[src/rtl/cd_mult_seq_if.sv]
// Handshake and data bundle for the sequential carry-disregard multiplier.
// The master side supplies operands and consumes results; the slave side is the multiplier.
interface cd_mult_seq_if #(
    parameter int WA = 8,
    parameter int WB = 4
);
    logic             in_valid;
    logic             in_ready;
    logic [WA-1:0]    a;
    logic [WB-1:0]    b;
    logic             approx_en;
    logic             out_valid;
    logic             out_ready;
    logic [WA+WB-1:0] result;
    logic             out_approx;

    modport master (
        output in_valid, a, b, approx_en, out_ready,
        input  in_ready, out_valid, result, out_approx
    );

    modport slave (
        input  in_valid, a, b, approx_en, out_ready,
        output in_ready, out_valid, result, out_approx
    );
endinterface

[src/rtl/cd_mult_seq.sv]
// Sequential WA x WB multiplier, one partial-product row per cycle. In approximate mode the
// low K columns are combined by XOR, so no carry is generated into or out of that field.
module cd_mult_seq #(
    parameter int WA = 8,
    parameter int WB = 4,
    parameter int K  = 5
) (
    input logic           clk,
    input logic           rst,
    cd_mult_seq_if.slave  bus
);
    localparam int N  = WA + WB;
    localparam int CW = (WB > 1) ? $clog2(WB) : 1;
    localparam logic [CW-1:0] LAST_ROW = CW'(WB - 1);
    localparam logic [N-1:0]  LOW_MASK = ~({N{1'b1}} << K);

    if (K < 0 || K > N || WB < 1 || WA < 2) begin : g_param_err
        $error("cd_mult_seq: illegal parameters (need WA>=2, WB>=1, 0<=K<=WA+WB)");
    end

    typedef enum logic [1:0] {IDLE, RUN, DONE} state_t;

    state_t          r_state;
    logic [WA-1:0]   r_a;
    logic [WB-1:0]   r_b;
    logic            r_mode;
    logic [N-1:0]    r_acc;
    logic [CW-1:0]   r_cnt;
    logic            r_out_valid;
    logic [N-1:0]    r_result;
    logic            r_out_approx;

    logic            w_accept;
    logic [N-1:0]    w_pp;
    logic [N-1:0]    w_row;
    logic [N-1:0]    w_mask;
    logic [N-1:0]    w_hi;
    logic [N-1:0]    w_acc_nxt;

    assign bus.in_ready   = (r_state == IDLE) | ((r_state == DONE) & bus.out_ready);
    assign bus.out_valid  = r_out_valid;
    assign bus.result     = r_result;
    assign bus.out_approx = r_out_approx;

    assign w_accept = bus.in_valid & bus.in_ready;

    assign w_pp  = {{WB{1'b0}}, r_a & {WA{r_b[r_cnt]}}};
    assign w_row = w_pp << r_cnt;

    // Masked operands have zero low fields, so the add cannot carry out of the XOR field
    // and nothing from the XOR field can carry into it.
    assign w_mask    = r_mode ? LOW_MASK : '0;
    assign w_hi      = (r_acc & ~w_mask) + (w_row & ~w_mask);
    assign w_acc_nxt = w_hi | ((r_acc ^ w_row) & w_mask);

    always_ff @(posedge clk or posedge rst) begin
        if (rst) begin
            r_state      <= IDLE;
            r_a          <= '0;
            r_b          <= '0;
            r_mode       <= 1'b0;
            r_acc        <= '0;
            r_cnt        <= '0;
            r_out_valid  <= 1'b0;
            r_result     <= '0;
            r_out_approx <= 1'b0;
        end else begin
            case (r_state)
                IDLE: begin
                    if (w_accept) begin
                        r_a     <= bus.a;
                        r_b     <= bus.b;
                        r_mode  <= bus.approx_en;
                        r_acc   <= '0;
                        r_cnt   <= '0;
                        r_state <= RUN;
                    end
                end
                RUN: begin
                    r_acc <= w_acc_nxt;
                    r_cnt <= r_cnt + 1'b1;
                    if (r_cnt == LAST_ROW) begin
                        r_result     <= w_acc_nxt;
                        r_out_approx <= r_mode;
                        r_out_valid  <= 1'b1;
                        r_state      <= DONE;
                    end
                end
                DONE: begin
                    if (bus.out_ready) begin
                        r_out_valid <= 1'b0;
                        // A pending operand is taken in the same cycle as the result handshake.
                        if (bus.in_valid) begin
                            r_a     <= bus.a;
                            r_b     <= bus.b;
                            r_mode  <= bus.approx_en;
                            r_acc   <= '0;
                            r_cnt   <= '0;
                            r_state <= RUN;
                        end else begin
                            r_state <= IDLE;
                        end
                    end
                end
                default: r_state <= IDLE;
            endcase
        end
    end
endmodule

[src/flat_wrapper.sv]
// flat-port wrapper written by rule: the top's interface ports become plain ports
module cd_mult_seq_flat 
#(
    parameter int WA = 8,
    parameter int WB = 4,
    parameter int K  = 5
)
  (clk, rst, bus_in_valid, bus_a, bus_b, bus_approx_en, bus_out_ready, bus_in_ready, bus_out_valid, bus_result, bus_out_approx);
  cd_mult_seq_if #(.WA(WA), .WB(WB)) bus_i ();
  input logic clk;
  input logic rst;
  input wire logic [$bits(bus_i.in_valid)-1:0] bus_in_valid;
  input wire logic [$bits(bus_i.a)-1:0] bus_a;
  input wire logic [$bits(bus_i.b)-1:0] bus_b;
  input wire logic [$bits(bus_i.approx_en)-1:0] bus_approx_en;
  input wire logic [$bits(bus_i.out_ready)-1:0] bus_out_ready;
  output wire logic [$bits(bus_i.in_ready)-1:0] bus_in_ready;
  output wire logic [$bits(bus_i.out_valid)-1:0] bus_out_valid;
  output wire logic [$bits(bus_i.result)-1:0] bus_result;
  output wire logic [$bits(bus_i.out_approx)-1:0] bus_out_approx;
  assign bus_i.in_valid = bus_in_valid;
  assign bus_i.a = bus_a;
  assign bus_i.b = bus_b;
  assign bus_i.approx_en = bus_approx_en;
  assign bus_i.out_ready = bus_out_ready;
  assign bus_in_ready = bus_i.in_ready;
  assign bus_out_valid = bus_i.out_valid;
  assign bus_result = bus_i.result;
  assign bus_out_approx = bus_i.out_approx;
  cd_mult_seq #(.WA(WA), .WB(WB), .K(K)) u_core (.clk(clk), .rst(rst), .bus(bus_i));
endmodule
[config.mk]
export PLATFORM = sky130hd
export DESIGN_NAME = cd_mult_seq_flat
export DESIGN_NICKNAME = d
export VERILOG_FILES = /design/src/rtl/cd_mult_seq_if.sv /design/src/rtl/cd_mult_seq.sv /design/src/flat_wrapper.sv
export SDC_FILE = /design/constraint.sdc
export NUM_CORES = 1
export LEC_CHECK = 0
export ABC_AREA = 1
export CAP_MARGIN = 30
export CORE_MARGIN = 2
export CORE_UTILIZATION = 58
export CTS_BUF_LIST = sky130_fd_sc_hd__clkbuf_8
export DETAILED_ROUTE_END_ITERATION = 8
export GPL_ROUTABILITY_DRIVEN = 0
export HOLD_SLACK_MARGIN = 0.15
export PLACE_DENSITY = 0.9
export SETUP_SLACK_MARGIN = 0.4
export SYNTH_ARGS = -nofsm -noshare
export SYNTH_HDL_FRONTEND = slang
export SYNTH_SLANG_ARGS = --single-unit
[constraint.sdc]
create_clock -name clk -period 3.4 [get_ports clk]
set_input_delay 0.68 -clock clk [delete_from_list [all_inputs] [get_ports clk]]
set_output_delay 0.68 -clock clk [all_outputs]
set_load 0.02 [all_outputs]
# Yosys cells after proc, flatten, opt, wreduce, memory -nomap -nowiden
# Cells that the tools add are included.
[totals]
ff_bits = 43
inputBits = 17
out_inout_bits = 15
elab_cells = 70
[op_classes]
addsub = 2
n_lt_le_gt_ge = 1
n_eq_ne = 7
shift = 1
mux = 31
n_bitwise = 10
reduce_logical = 9
[op_table]
columns = ["operator", "count"]
rows = [
  ["bitwise AND 12 bit", 3],
  ["2-to-1 mux 12 bit", 3],
  ["one-hot mux 12 bit (3 select lines)", 1],
  ["2-to-1 mux 8 bit", 3],
  ["one-hot mux 8 bit (2 select lines)", 1],
  ["adder 12 bit", 1],
  ["2-to-1 mux 2 bit", 6],
  ["2-to-1 mux 4 bit", 3],
  ["NOT 12 bit", 1],
  ["OR 12 bit", 1],
  ["one-hot mux 2 bit (3 select lines)", 2],
  ["<< shifter 8 x 2 -> 12 bit", 1],
  ["bitwise XOR 12 bit", 1],
  ["bitwise AND 8 bit", 1],
  ["one-hot mux 4 bit (2 select lines)", 1],
  ["AND reduction 4 bit", 2],
  ["2-to-1 mux 1 bit", 7],
  ["AND reduction 3 bit", 2],
  ["2-to-1 mux 5 bit", 1],
  ["== test 2 bit (second input constant)", 2],
  ["inequality test 2 x 1 -> 1 bit (second input constant)", 2],
  ["inequality test 2 bit (second input constant)", 2],
  ["one-hot mux 1 bit (2 select lines)", 2],
  ["nonzero test 2 bit", 2],
  ["other kinds (9)", 10],
]

# Longest topological paths before layout
[depth]
word_depth = 8
mapped_depth = 19
mapped_depth_nobuf = 19

# Least setup slack after synthesis
# No wires, ideal clock.
[synth_path]
kind = "register to register"
from = "reg u_core.r_cnt[0]"
to = "reg u_core.r_result[10] (netlist: u_core.bus.result[10])"
arrival_time_ps = 2461
path_slack_ps = 821
path_stages_with_launch = 19
n_path_buf = 1
period_less_slack_ps = 2579
path_cell_list = "dfrtp_1 buf_4 nand2_2 nand3_4 nand3_2 nor2_2 nand2_1 nor2_1 ha_1 inv_1 fa_1 nor4_1 nor2_1 nor2_1 nand3_1 nand2_1 nand2_1 nand3_1 nand2_1"
[synth_via]
elab_chain_cells = 7
elab_cells_between_ends = 11
classes_between = "add/sub: 1; eq/ne: 1; shift: 1; mux: 2; bitwise: 5; reduce/logical: 1"
[synth_rtl]
columns = ["item", "line", "text"]
rows = [
  ["from (decl)", "cd_mult_seq.sv:28", "logic [CW-1:0] r_cnt;"],
  ["from (signal assigned)", "cd_mult_seq.sv:81", "r_cnt <= r_cnt + 1'b1;"],
  ["binary-select mux 1 bit (select 2 bit)", "cd_mult_seq.sv:47", "assign w_pp = {{WB{1'b0}}, r_a & {WA{r_b[r_cnt]}}};"],
  ["2-to-1 mux 1 bit (not written as such)", "cd_mult_seq.sv:47", ""],
  ["bitwise AND 8 bit", "cd_mult_seq.sv:47", ""],
  ["<< shifter 8 x 2 -> 12 bit", "cd_mult_seq.sv:48", "assign w_row = w_pp << r_cnt;"],
  ["bitwise AND 12 bit / bitwise XOR 12 bit (equally long branches)", "cd_mult_seq.sv:53, cd_mult_seq.sv:54", ""],
  ["adder 12 bit / bitwise AND 12 bit (equally long branches)", "cd_mult_seq.sv:53, cd_mult_seq.sv:54", ""],
  ["OR 12 bit", "cd_mult_seq.sv:54", "assign w_acc_nxt = w_hi | ((r_acc ^ w_row) & w_mask);"],
  ["to (signal assigned)", "cd_mult_seq.sv:83", "r_result <= w_acc_nxt;"],
  ["to (decl)", "cd_mult_seq.sv:30", "logic [N-1:0] r_result;"],
]
# Several ways; a longest one is shown, not always the timed one. The select of a mux whose other input is x is not followed.
# A chain may end at the register's enable or synchronous reset.

# Worst setup path in the final report
[layout_path]
from = "reg u_core.r_cnt[0]"
to = "reg u_core.r_result[4] (netlist: u_core.bus.result[4])"
# The elaborated chain is that of the path after synthesis.

==> results.sh <==
export IMPL_cp_required_ns=3.60
export IMPL_clock_sinks=43
export IMPL_reg2reg_depth=15
export IMPL_dp_hpwl_um=4213
export IMPL_grt_overflow=0
export IMPL_synth_edf_count=0
export IMPL_synth_avg_cell_area_um2=7.958
export IMPL_critPathKind="reg2reg"
export IMPL_cts_buffers=5
export IMPL_final_setup_tns_ns=0
export IMPL_syn_area_um2=2586
export IMPL_num_rows=24
export IMPL_reg2reg_setup_slack_ns=0.44
export IMPL_clock_latency_ns=0.30
export IMPL_finalSetupViolCount=0
export IMPL_dieArea_um2=5009
export IMPL_routed_wirelength_um=6600
export IMPL_worst_r2r_startpoint="u_core.r_cnt[0]"
export IMPL_internal_power_mw=1.793
export IMPL_fin_nets=397
export IMPL_grt_max_degree=44
export IMPL_fin_area_um2=3167
export IMPL_firstDrtPassIters=5
export IMPL_critPathArrivalTime_ns=3.16
export IMPL_yosysWarnings=0
export IMPL_num_vias=2555
export IMPL_post_place_cells=404
export IMPL_clockBufferDepth=2
export IMPL_reg2reg_to="u_core.bus.result[4]"
export IMPL_synth_common_cells="nand2_1, dfrtp_1, nand3_1"
export IMPL_powerDensity_nw_per_um2=1126
export IMPL_status="completed"
export IMPL_cts_root_buf="clkbuf_8"
export IMPL_antenna_found_initial=0
export IMPL_cp_end_kind="register"
export IMPL_start_util_pct=59.81
export IMPL_yosysTopAreaCell="dfrtp_1"
export IMPL_fin_crit_sh_pct=87.06
export IMPL_ys_seq_elements=43
export IMPL_clkPwrFrac_pct=8.7
export IMPL_synth_net_count=355
export IMPL_finalPower_mw=3.565
export IMPL_max_freq_ghz=0.3378
export IMPL_grt_first_pass_wirelength_um=10210
export IMPL_p_seq_share_pct=26.7
export IMPL_peakVddDrop_uv=557.8
export IMPL_htreeDepth=2
export IMPL_power_switching_mw=1.772
export IMPL_min_period_ns=2.960
export IMPL_drv_slew=0
export IMPL_drc=0
export IMPL_ys_types=35
export IMPL_viasPerCell=6.112
export IMPL_area_delta_synth_final_pct=22.45
export IMPL_power_leakage_nw=1.512
export IMPL_hold_viol_final=0
export IMPL_swShare_pct=49.71
export IMPL_min_path_cells=2
export IMPL_port_buffers=31
export IMPL_critPathLaunchType="register"
export IMPL_hold_path_endpoint="u_core.bus.result[7]"
export IMPL_relSlewSlack_pct=63.49
export IMPL_die_y_um=70.78
export IMPL_routedWlPerCell_um=15.79
export IMPL_power_frac_comb_pct=64.5
export IMPL_die_x_um=70.78
export IMPL_drtIter0Drc=281
export IMPL_synth_area_leaders="dfrtp_1, nand2_1, nand3_1"
export IMPL_drive_gt1_share_pct=15.57
export IMPL_yosysTopAreaCellShare_pct=41.61
export IMPL_critPathMaxFanout=6
export IMPL_diodes=0
export IMPL_place_area_um2=2960
export IMPL_synth_ff_type="dfrtp_1"
export IMPL_track_usage_pct=25.19
export IMPL_min_from="u_core.bus.result[7]"
export IMPL_final_antenna_net_count=0
export IMPL_fin_cells=418
export IMPL_worst_slew_pin_slew_ns=0.5476
export IMPL_cts_tree="built"
export IMPL_first_global_vias=2306
export IMPL_rsz0062_at_grt="true"
export IMPL_hold_class="reg2reg"
export IMPL_finClkSkew_ns=0.008128
export IMPL_maxCapViolCount=0
export IMPL_synthCells=325
export IMPL_async_reset_ff_share_pct=100.0
export IMPL_synth_most_common_cell="nand2_1"
export IMPL_cts_hold_buffers=0
export IMPL_io_pin_count=32
export IMPL_core_region_area_um2=4324
export IMPL_synth_seq_area_share_pct=41.61
export IMPL_path_clk_slew_ns=0.08
cells by family after synthesis:
kind of cell / share of synthesized area, %
XOR/XNOR: 2.032
AO/OA/AOI/OAI: 10.02
buffers and inverters: 5.322
adder cells (fa/ha/maj): 6.579
flip-flops: 41.61
multiplexers: 4.790
AND/OR/NAND/NOR: 29.66
state kept, by name (all words and copies together) (netlist names):
register,flops
u_core.r_state,2
u_core.bus.result,12
u_core.bus.out_approx,1
u_core.r_cnt,2
u_core.r_a,8
u_core.r_acc,12
u_core.bus.out_valid,1
u_core.r_b,4
u_core.r_mode,1
how the worst max path moves through the flow:
stage	from	to	slack (ns)	depth (start not counted)
after floorplan	u_core.r_cnt[0]	u_core.bus.result[10]	0.82	18
after global placement	u_core.r_cnt[0]	u_core.bus.result[10]	0.54	17
after detailed placement	u_core.r_cnt[0]	u_core.bus.result[10]	0.44	17
after CTS	u_core.r_cnt[0]	u_core.bus.result[10]	0.42	17
after global routing	u_core.r_cnt[0]	u_core.r_acc[10]	0.25	19
final	u_core.r_cnt[0]	u_core.bus.result[4]	0.44	15
cell usage in the layout, fill, tap and decap left out, drive strengths merged, types with 4 or more instances in the layout:
cell / count
nor2: 24
a21oi: 16
nand4: 7
clkdlybuf4s50: 31
mux2: 11
o21ai: 22
clkbuf: 5
ha: 12
buf: 13
nand3: 36
inv: 23
xor2: 4
nand2: 100
dfrtp: 43
power by group through the flow:
| stage | Combinational, mW | Sequential, mW | Clock (mW) |
|---|---|---|---|
| after global routing | 2.55 | 0.977 | 0.337 |
| after floorplan | 1.47 | 0.971 | 0 |
| after global placement | 1.96 | 0.942 | 0 |
| final | 2.30 | 0.953 | 0.311 |
| after CTS | 2.04 | 0.948 | 0.309 |
| after detailed placement | 2.03 | 0.954 | 0 |
layer usage:
layer | routed length (um) | vias to the layer above | part of all wire, % | GRT usage (%)
met3 | 503 | 42 | 7.6 | 4.701
li1 | - | 1161 | - | -
met4 | 299 | 0 | 4.5 | 8.805
met2 | 3222 | 153 | 49 | 44.44
met1 | 2575 | 1199 | 39 | 30.91
met5 | 0 | - | 0 | 0
worst max-delay path, cell delays in order, from the launching register on:
cell and delay, ns:
dfrtp_2 0.45, inv_1 0.12, nand2_1 0.10, nand3_4 0.14, nand3_2 0.10, nor2_2 0.12, nand2_1 0.13, nor2_1 0.14
ha_1 0.21, inv_1 0.09, fa_2 0.44, o31ai_1 0.39, xnor2_1 0.19, nand2_1 0.11, nand2_1 0.07, nand2_1 0.05
final cells by class:
class,count,area [um2]
clock buffers,5,68.82
clock inverters,1,7.507
fillers,303,1157
inverters,24,93.84
multi-input cells,249,1433
flip-flops and latches,43,1077
well taps,52,65.06
repair buffers,44,421.7
repair_timing:
action                                  4_1_cts  5_1_grt
endpoints found under the setup margin        0       16
buffers inserted                              0        7
resized for setup                             0       17
metrics by stage:
stage | setup WS, ns | utilization, % | hold WS [ns]
finish | 0.4400 | 73.24 | 0.4858
global route | 0.2459 | 73.24 | 0.5115
CTS | 0.4166 | 70.23 | 0.4855
detailed placement | 0.4359 | 68.46 | 0.4650
global placement | 0.5366 | 68.46 | 0.4626
floorplan | 0.8212 | - | 0.4555
(Power assumes the default switching activity.)
